`src/rtl/riscv_pkg.sv`:
```
// Shared core definitions: execute-stage ALU opcodes and the load/store unit state encoding.
package riscv_pkg;

   localparam int unsigned ALUOP_W = 5;

   typedef logic [ALUOP_W-1:0] aluop_t;

   localparam aluop_t OP_AND  = 5'b00000;
   localparam aluop_t OP_OR   = 5'b00001;
   localparam aluop_t OP_XOR  = 5'b00010;
   localparam aluop_t OP_SLL  = 5'b00100;
   localparam aluop_t OP_SRL  = 5'b00101;
   localparam aluop_t OP_SRA  = 5'b00110;
   localparam aluop_t OP_SLT  = 5'b01000;
   localparam aluop_t OP_SLTU = 5'b01001;
   localparam aluop_t OP_ADD  = 5'b01101;
   localparam aluop_t OP_SUB  = 5'b01110;
   localparam aluop_t OP_LUI  = 5'b10000;
   localparam aluop_t OP_LW   = 5'b10100;
   localparam aluop_t OP_SW   = 5'b10101;

   typedef enum logic [1:0] {
      StIdle,
      StReq,
      StResp,
      StDone
   } lsu_state_e;

   function automatic logic is_mem_op(input aluop_t op);
      return (op == OP_LW) || (op == OP_SW);
   endfunction

endpackage

```
`src/rtl/lsu_timeout_cnt.sv`:
```
// Cycle counter for an outstanding memory access; flags when the access has used its budget.
module lsu_timeout_cnt #(
   parameter int unsigned TIMEOUT = 16
) (
   input  logic clk,
   input  logic rst_n,
   input  logic clear,
   input  logic enable,
   output logic expired
);

   localparam int unsigned CntW = (TIMEOUT > 2) ? $clog2(TIMEOUT) : 1;
   localparam logic [CntW-1:0] CntLast = CntW'(TIMEOUT - 1);

   logic [CntW-1:0] cnt_q, cnt_d;

   assign expired = (cnt_q == CntLast);

   // Holds at the last value so it never wraps back into the budget.
   always_comb begin
      cnt_d = cnt_q;
      if (clear) begin
         cnt_d = '0;
      end else if (enable && !expired) begin
         cnt_d = cnt_q + CntW'(1);
      end
   end

   always_ff @(posedge clk or negedge rst_n) begin
      if (!rst_n) begin
         cnt_q <= '0;
      end else begin
         cnt_q <= cnt_d;
      end
   end

endmodule

```
`src/rtl/lsu_mem.sv`:
```
// Load/store unit: runs one req/gnt/rvalid data-memory transaction per lw/sw and stalls the core
// until it completes, flagging misaligned or timed-out accesses.
module lsu_mem
   import riscv_pkg::*;
#(
   parameter int unsigned TIMEOUT = 16,
   parameter int unsigned ADDR_W  = 32
) (
   input  logic              clk,
   input  logic              rst_n,
   input  logic              ex_valid_i,
   input  logic [4:0]        ALUop_i,
   input  logic [ADDR_W-1:0] ALUOut,
   input  logic [31:0]       DataOutReg2,
   output logic              stall_o,
   output logic              lsu_done_o,
   output logic              lsu_err_o,
   output logic [31:0]       LoadData,
   output logic              mem_req_o,
   output logic              mem_we_o,
   output logic [ADDR_W-1:0] mem_addr_o,
   output logic [31:0]       mem_wdata_o,
   input  logic              mem_gnt_i,
   input  logic              mem_rvalid_i,
   input  logic [31:0]       mem_rdata_i
);

   lsu_state_e        state_q, state_d;
   logic [ADDR_W-1:0] addr_q, addr_d;
   logic              we_q, we_d;
   logic [31:0]       wdata_q, wdata_d;
   logic [31:0]       load_q, load_d;
   logic              err_q, err_d;
   logic              start;
   logic              busy;
   logic              expired;
   logic              stall;

   assign start = ex_valid_i && is_mem_op(ALUop_i);
   assign busy  = (state_q == StReq) || (state_q == StResp);

   lsu_timeout_cnt #(
      .TIMEOUT (TIMEOUT)
   ) u_timeout_cnt (
      .clk     (clk),
      .rst_n   (rst_n),
      .clear   (!busy),
      .enable  (busy),
      .expired (expired)
   );

   always_comb begin
      state_d = state_q;
      addr_d  = addr_q;
      we_d    = we_q;
      wdata_d = wdata_q;
      err_d   = err_q;
      load_d  = '0;
      stall   = 1'b0;

      unique case (state_q)
         StIdle: begin
            err_d = 1'b0;
            if (start) begin
               stall = 1'b1;
               if (ALUOut[1:0] == 2'b00) begin
                  addr_d  = ALUOut;
                  we_d    = (ALUop_i == OP_SW);
                  wdata_d = (ALUop_i == OP_SW) ? DataOutReg2 : '0;
                  state_d = StReq;
               end else begin
                  err_d   = 1'b1;
                  state_d = StDone;
               end
            end
         end
         StReq: begin
            stall = 1'b1;
            // A grant in the expiring cycle is abandoned; its late response lands in IDLE.
            if (expired) begin
               err_d   = 1'b1;
               state_d = StDone;
            end else if (mem_gnt_i) begin
               state_d = StResp;
            end
         end
         StResp: begin
            stall = 1'b1;
            if (mem_rvalid_i) begin
               load_d  = we_q ? '0 : mem_rdata_i;
               state_d = StDone;
            end else if (expired) begin
               err_d   = 1'b1;
               state_d = StDone;
            end
         end
         StDone: begin
            err_d   = 1'b0;
            state_d = StIdle;
         end
         default: state_d = StIdle;
      endcase

      // Keep the memory bus quiet once the access is over.
      if (state_d == StDone) begin
         addr_d  = '0;
         we_d    = 1'b0;
         wdata_d = '0;
      end
   end

   always_ff @(posedge clk or negedge rst_n) begin
      if (!rst_n) begin
         state_q <= StIdle;
         addr_q  <= '0;
         we_q    <= 1'b0;
         wdata_q <= '0;
         load_q  <= '0;
         err_q   <= 1'b0;
      end else begin
         state_q <= state_d;
         addr_q  <= addr_d;
         we_q    <= we_d;
         wdata_q <= wdata_d;
         load_q  <= load_d;
         err_q   <= err_d;
      end
   end

   assign stall_o     = stall;
   assign lsu_done_o  = (state_q == StDone);
   assign lsu_err_o   = (state_q == StDone) && err_q;
   assign LoadData    = load_q;
   assign mem_req_o   = (state_q == StReq);
   assign mem_we_o    = we_q;
   assign mem_addr_o  = addr_q;
   assign mem_wdata_o = wdata_q;

   a_req_stable: assert property (@(posedge clk) disable iff (!rst_n)
      (mem_req_o && !mem_gnt_i && !expired) |=>
         (mem_req_o && $stable(mem_addr_o) && $stable(mem_we_o) && $stable(mem_wdata_o)));

   a_done_pulse: assert property (@(posedge clk) disable iff (!rst_n)
      lsu_done_o |=> !lsu_done_o);

   a_no_stall_in_done: assert property (@(posedge clk) disable iff (!rst_n)
      lsu_done_o |-> !stall_o && !mem_req_o);

endmodule

```
`config.mk`:
```
export PLATFORM = sky130hd
export DESIGN_NAME = lsu_mem
export DESIGN_NICKNAME = d
export VERILOG_FILES = /design/src/rtl/riscv_pkg.sv /design/src/rtl/lsu_timeout_cnt.sv /design/src/rtl/lsu_mem.sv
export SDC_FILE = /design/constraint.sdc
export NUM_CORES = 1
export LEC_CHECK = 0
export CORE_MARGIN = 2
export CORE_UTILIZATION = 39
export CTS_CLUSTER_DIAMETER = 120
export CTS_CLUSTER_SIZE = 28
export DETAILED_ROUTE_END_ITERATION = 16
export PLACE_DENSITY = 0.77
export SYNTH_ARGS = -nofsm -noshare
export SYNTH_HDL_FRONTEND = slang
export SYNTH_SLANG_ARGS = --single-unit
```
`constraint.sdc`:
```
create_clock -name clk -period 2.9 [get_ports clk]
set_clock_uncertainty 0.2 [all_clocks]
set_input_delay 0.725 -clock clk [delete_from_list [all_inputs] [get_ports clk]]
set_output_delay 0.725 -clock clk [all_outputs]
set_load 0.01 [all_outputs]
```
Word level (Yosys, flattened, before mapping)
Index checks and enable logic that the tools add are counted.

word-level totals
  output and inout bits = 101
  input port bits = 106
  bits in registers = 104
  logic and storage cells = 62

cells by class
  mux-type cells = 32
  reduce and logical (&&, ||, !) cells = 13
  add/subtract/negate cells = 1
  equality and inequality tests = 9

operators with widths
  kind                 number
  $mux 32              12
  $mux 2               6
  $eq 5x5->1 const B   2
  $mux 1               9
  $mux 4               2
  $pmux 2 s4           1
  $eq 2x2->1 const B   3
  $reduce_bool 2->1    3
  $add 4x1->4 const B  1
  $eq 4x4->1 const B   1
  $logic_not 2->1      2
  $ne 2x2->1 const B   2
  $pmux 1 s4           1
  $logic_and 1x1->1    3
  $reduce_and 3->1     1
  $eq 2x1->1 const B   1
  $logic_or 1x1->1     2
  $pmux 1 s2           1
  $reduce_or 2->1      1
  $logic_not 1->1      1

Logic depth before layout (Yosys ltp)
Gate-level depths: netlist (run 1).

  depth in word-level cells = 8
  gate-level depth with buffers = 8

Hierarchy
A second synthesis (run 1) with hierarchy kept.

unflattened totals
  cell total of the unflattened synthesis = 309
  area, all modules = 4127.7 µm²

modules (own cells, without submodules)
  module           area an instance (µm²)  cells an instance  instances
  lsu_mem          3898.7                  289                1
  lsu_timeout_cnt  229.0                   20                 1

Least setup slack after synthesis (run 1)
OpenSTA, ideal clock, no wires.

  path kind = input -> output
  from = input ALUop_i[3]
  to = output stall_o
  path buffers = 0
  cell stages on the path = 3
  setup slack = 0.528 ns
  arrival = 1.447 ns
  required time = 1.975 ns
  cell sequence = and4bb_2 nand3_1 a21oi_1

on the way
  cells in the longest elaborated chain, start to end = 5
  elaborated cells between the ends (all ways) = 6

RTL lines
  element                line             text
  start: declaration     lsu_mem.sv:12    input logic [4:0] ALUop_i,
  $eq 5x5->1             riscv_pkg.sv:30  return (op == OP_LW) || (op == OP_SW);
  $logic_or 1x1->1 (*)   riscv_pkg.sv:30
  $logic_and 1x1->1 (*)  lsu_mem.sv:39    assign start = ex_valid_i && is_mem_op(ALUop_i);
  $mux 1 (*)             lsu_mem.sv:64    if (start) begin
  $pmux 1 s2 (*)         lsu_mem.sv:61    unique case (state_q)
  end: declaration       lsu_mem.sv:15    output logic stall_o,

Mark *: on every way between the ends. The rest lies on a longest branch, timed or not.

Worst setup path in the final report (run 1)
  from = input ALUop_i[1]
  to = output stall_o

Same word-level chain as after synthesis.

==> flow_summary.ini, run 1 <==
[logic_synthesis]
yosysUniqueCellTypes = 33
yosys_warnings = 0
avgSynthCellArea_um2 = 12.0
synthArstFlopShare_pct = 100
synth_seq_cells = 104
synth_edf_count = 0
synth-seq-area-share_pct = 66.5
synth_ff_type = dfrtp_1
synth.cell_area_mm2 = 0.00391
synthCells = 327
syn_nets = 438

[placement]
post-place-ws_ns = -0.339
gp_congestion = 0.782
dp_hpwl_um = 7950
port_buffers = 206

[route]
via_count = 3186
wl_per_cell_um = 15.4
antenna_left = 0
post-route-drc-count = 0
routed_wl_um = 10400
drt_iter0_markers = 140
first_pass_iters = 4
via_per_inst = 4.71

[power_and_ir_drop]
power.density_mw_per_mm2 = 586
peakVddDrop_uv = 297
p_leak_nw = 2.86

[timing]
fin_crit_sh_pct = 95.8
fmax_mhz = 360
fin_crit_ns = 2.78
hold_slack_ns = 0.124
finalMaxSlewViolations = 0
setup_slack_ns = 0.122
maxSlewHeadroom_pct = 61.2
worst_pin_slew_ns = 0.581
setup_viol = 0
hold_violations = 0
rsz0062_at_grt = no

[die]
rows = 36
die_area_mm2 = 0.0108
initial_core_util_pct = 40.0
pin_count = 207
die_x_um = 104
die_h_um = 104
core-area_mm2 = 0.00977

[clock_network]
tritoncts = built
clock-sinks = 104
clk_path_buf_depth = 2
cts_buffers = 9
clockRootBuffer = clkbuf_8
clkLatencyLatePin_ns = 0.36
hold_buffers = 0
path_clk_slew_ns = 0.09
htree_levels = 3

[cells_and_area]
syn_to_final_growth_pct = 63.1
final_nets = 650
n_antenna_cell = 0
fillerInstances = 794
drive_gt1_share_pct = 7.54

[worst_hold_path]
hold_class = primary input to async pin

[critical_path]
startpoint_type = primary input
worstSetupPathType = primary input to output port
worstPathRequired_ns = 1.98
cp-end-kind = output port
worstPathArrival_ns = 1.85
r2r_setup_slack_ns = 0.49
critPathMaxFanout = 2

[status]
outcome = finished, final reports clean

[global_routing]
grt.overflow.total = 0
grt_max_degree = 41
antenna_found_initial = 0
first_global_vias = 3422
grt.total_usage_pct = 19.8
grt_pass1_wl_um = 17200

[job]
maxCapViolations = 0
## cells in the mapped netlist, types with 2 or more instances
master / instances / share of area, %
ha_1: 5 / 1.6
a22o_2: 3 / 0.77
buf_6: 3 / 0.86
nor3_1: 2 / 0.26
nand3_1: 3 / 0.38
clkbuf_1: 9 / 0.86
o21ai_0: 3 / 0.38
dfrtp_1: 104 / 67
inv_1: 5 / 0.48
a21oi_1: 34 / 4.3
and2_1: 35 / 5.6
a22o_1: 29 / 6.5
nand2_1: 62 / 5.9
buf_2: 6 / 0.77
nor2_1: 6 / 0.58
## layout by cell type (no fill, tap or decap), drive strengths merged, types with 3 or more instances in the layout
cell type | netlist | final
buf | 10 | 16
clkinv | 0 | 3
a22o | 32 | 32
nand2 | 62 | 62
ha | 5 | 5
and2 | 36 | 36
o21ai | 3 | 3
nand3 | 3 | 3
inv | 5 | 9
clkbuf | 9 | 9
clkdlybuf4s50 | 0 | 204
nor3 | 3 | 3
nor2 | 6 | 6
dfrtp | 104 | 104
a21oi | 35 | 35
## per-stage QoR
stage          utilization, %  instances  instance area [um2]  setup TNS [ns]  power, mW
2_1_floorplan               -        327                 3910               0       2.24
3_3_place_gp             63.2        660                 6180          -0.740       2.89
3_5_place_dp             63.2        660                 6180           -4.15       2.93
4_1_cts                  65.2        676                 6370               0       3.80
5_1_grt                  65.3        677                 6380               0       3.97
6_report                 65.3        677                 6380               0       3.74
## routing by layer
metal	global-route usage [%]	up-vias	wire [um]
met5	0	-	0
met4	5.50	0	166
met3	7.33	13	837
met1	23.5	1527	4100
met2	33.9	124	5320
li1	-	1522	-
## worst max-delay path, cell delays in order
cell and delay (ns):
clkdlybuf4s50_1 0.40, and4bb_2 0.32, nand3_2 0.10, a21oi_2 0.16, buf_2 0.14
## final timing paths
path                                              end  cells after the start                               start
hold / removal             mem_wdata_o[9]$_DFFE_PN0P_                      1                               rst_n
setup reg to reg            mem_addr_o[3]$_DFFE_PN0P_                      6  u_timeout_cnt.cnt_q[0]$_DFFE_PN0P_
hold reg to reg             mem_addr_o[1]$_DFFE_PN0P_                      1           mem_addr_o[1]$_DFFE_PN0P_
max in group asynchronous  mem_wdata_o[0]$_DFFE_PN0P_                      2                               rst_n
setup / recovery                              stall_o                      5                          ALUop_i[1]
min in group clk            mem_addr_o[1]$_DFFE_PN0P_                      1           mem_addr_o[1]$_DFFE_PN0P_
## logic make-up (layout without fill, tap and decap cells)
group,count (synthesis),in the layout,share of synthesized area [%]
DFF,104,104,66.5
buffers and inverters,24,241,3.17
xor gates and xnor gates,1,1,0.224
and+or+nand+nor,115,115,14.4
AOI/OAI and AO/OA,77,77,13.8
adders and majority gates,5,5,1.60
muxes,1,1,0.256
## where the power goes
part / internal [mW] / total (mW) / switching, mW
logic: 0.632 / 1.13 / 0.500
clock network: 0.332 / 0.856 / 0.524
registers: 1.65 / 1.75 / 0.105
total: 2.61 / 3.74 / 1.13
## sequential cells by signal, indices dropped and copies added (netlist names)
| name | cells |
|---|---|
| LoadData | 32 |
| err_q | 1 |
| mem_addr_o | 32 |
| mem_wdata_o | 32 |
| mem_we_o | 1 |
| state_q | 2 |
| u_timeout_cnt.cnt_q | 4 |
## cell type report
class                   instances  area (um2)  share of cell area, %
multi-input cells             199        1190                   18.7
flip-flops and latches        104        2600                   40.8
clock buffers                   9         124                   1.94
inverters                       5        18.8                  0.294
well taps                     133         166                   2.61
clock inverters                 7        63.8                   1.00
repair buffers                220        2210                   34.6
## repair_timing
item | 4_1_cts | 5_1_grt
resized for setup | 4 | 2
buffers inserted | 0 | 1
pin swaps | 1 | 2
endpoints found under the setup margin | 1 | 1
cloned | 0 | 0
No activity file was read; power rests on OpenSTA's default activity.
==> inputs of run 2 (changes only) <==
RECOVER_POWER = 25   (was not set)
==> flow_summary.ini, run 2 (synthesis gave the netlist of run 1 again) <==
[critical_path]
worstPathArrival_ns = 1.85
critPathMaxFanout = 2
cp_top_family = buffers and inverters
slowest_delay_ns = 0.40
r2r_setup_slack_ns = 0.49
crit_path_top_delay_cell = clkdlybuf4s50_1
reg2regPathDepth = 6
cp-startpoint = ALUop_i[1]
crit_buf_inv = 2
r2r_end = mem_addr_o[3]$_DFFE_PN0P_
cp.depth = 5
worstPathRequired_ns = 1.98
startpoint_type = primary input
r2r-start = u_timeout_cnt.cnt_q[0]$_DFFE_PN0P_
worstSetupPathType = primary input to output port
crit_chain = clkdlybuf4s50_1 > and4bb_2 > nand3_2 > a21oi_2 > buf_2
endpoint = stall_o
cp-end-kind = output port

[die]
rows = 36
core-area_mm2 = 0.00977
die_area_mm2 = 0.0108
die_x_um = 104
die_h_um = 104
initial_core_util_pct = 40.0
pin_count = 207

[timing]
finalSetupTns_ns = 0
rsz0062_at_grt = no
fmax_mhz = 360
worst_pin_slew_ns = 0.979
maxSlewHeadroom_pct = 34.7
finalMaxSlewViolations = 0
setup_slack_ns = 0.123
hold_violations = 0
setup_viol = 0
fin_crit_sh_pct = 95.7
fin_crit_ns = 2.78

[placement]
gp_congestion = 0.782
port_buffers = 206
post-place-ws_ns = -0.339
dp_hpwl_um = 7950

[route]
post-route-drc-count = 0
routed_wl_um = 10400
first_pass_iters = 4
antenna_left = 0
via_count = 3186
via_per_inst = 4.71
wl_per_cell_um = 15.4
drt_iter0_markers = 141

[cells_and_area]
final_common_cell = clkdlybuf4s50_1
drive_gt1_share_pct = 7.54
syn_to_final_growth_pct = 62.6
n_antenna_cell = 0
final_nets = 650
layout_common_cells = clkdlybuf4s50_1 (204), dfrtp_1 (104), nand2_1 (62)

[global_routing]
grt_pass1_wl_um = 17200
antenna_found_initial = 0
grt.total_usage_pct = 19.8
grt.overflow.total = 0
first_global_vias = 3422
grt_max_degree = 41

[clock_network]
clk_path_buf_depth = 2
clkLatencyLatePin_ns = 0.36
clock-sinks = 104
cts_buffers = 9
htree_levels = 3
path_clk_slew_ns = 0.09
tritoncts = built
clockRootBuffer = clkbuf_8

[power_and_ir_drop]
power.density_mw_per_mm2 = 587
power_mw = 3.74
clock_power_share_pct = 22.9
peakVddDrop_uv = 297
p_int_mw = 2.61
p_leak_nw = 2.86
pwr-share-seq_pct = 46.9
switching_share_pct = 30.2
p_comb_share_pct = 30.2
power_switching_mw = 1.13

[status]
outcome = finished, final reports clean

[worst_hold_path]
hold_class = primary input to async pin

[job]
maxCapViolations = 0
## run 2: changes by cell type in the layout (fill, tap and decap cells not counted)
cell	previous run	this run
buf_4	11	9
buf_12	4	3
clkbuf_2	0	3
## run 2: routing by layer
| metal | routed length [um] | GRT usage (%) |
|---|---|---|
| met1 | 4060 | 23.5 |
| met2 | 5310 | 33.9 |
| met3 | 876 | 7.33 |
| met4 | 168 | 5.50 |
| met5 | 0 | 0 |
## run 2: repair_timing
action | 4_1_cts | 5_1_grt
resized for setup | 4 | 2
hold buffers | 0 | 0
buffers inserted | 0 | 1
pin swaps | 1 | 2
setup endpoints to repair | 1 | 1
## run 2: how the worst min path moves through the flow
stage / start / end / slack (ns) / cells after the start
2_1_floorplan: rst_n / LoadData[0]$_DFF_PN0_ / 0.23 / 0
3_3_place_gp: mem_addr_o[0]$_DFFE_PN0P_ / mem_addr_o[0]$_DFFE_PN0P_ / 0.27 / 1
3_5_place_dp: mem_addr_o[1]$_DFFE_PN0P_ / mem_addr_o[1]$_DFFE_PN0P_ / 0.28 / 1
4_1_cts: rst_n / mem_wdata_o[1]$_DFFE_PN0P_ / 0.13 / 1
5_1_grt: mem_wdata_o[18]$_DFFE_PN0P_ / mem_wdata_o[18]$_DFFE_PN0P_ / 0.34 / 1
6_report: rst_n / mem_wdata_o[9]$_DFFE_PN0P_ / 0.30 / 1
## run 2: through the flow
step	instances	instance area [um2]	hold slack, ns	utilization [%]
6_report	677	6360	0.297	65.1
5_1_grt	677	6360	0.336	65.1
4_1_cts	676	6370	0.125	65.2
3_5_place_dp	660	6180	0.283	63.2
3_3_place_gp	660	6180	0.271	63.2
2_1_floorplan	327	3910	0.229	-
## run 2: cell type report
type / instances / area [um2]
clock buffers: 9 / 124
clock inverters: 7 / 63.8
fillers: 798 / 3410
inverters: 5 / 18.8
multi-input cells: 199 / 1190
flip-flops and latches: 104 / 2600
well taps: 133 / 166
repair buffers: 220 / 2190
## run 2: power groups by stage
stage | Clock, mW | Combinational [mW] | Sequential (mW)
after floorplan | 0 | 0.379 | 1.86
after global placement | 0 | 1.12 | 1.77
after detailed placement | 0 | 1.15 | 1.78
after CTS | 0.894 | 1.15 | 1.75
after global routing | 0.957 | 1.23 | 1.78
final | 0.857 | 1.13 | 1.75
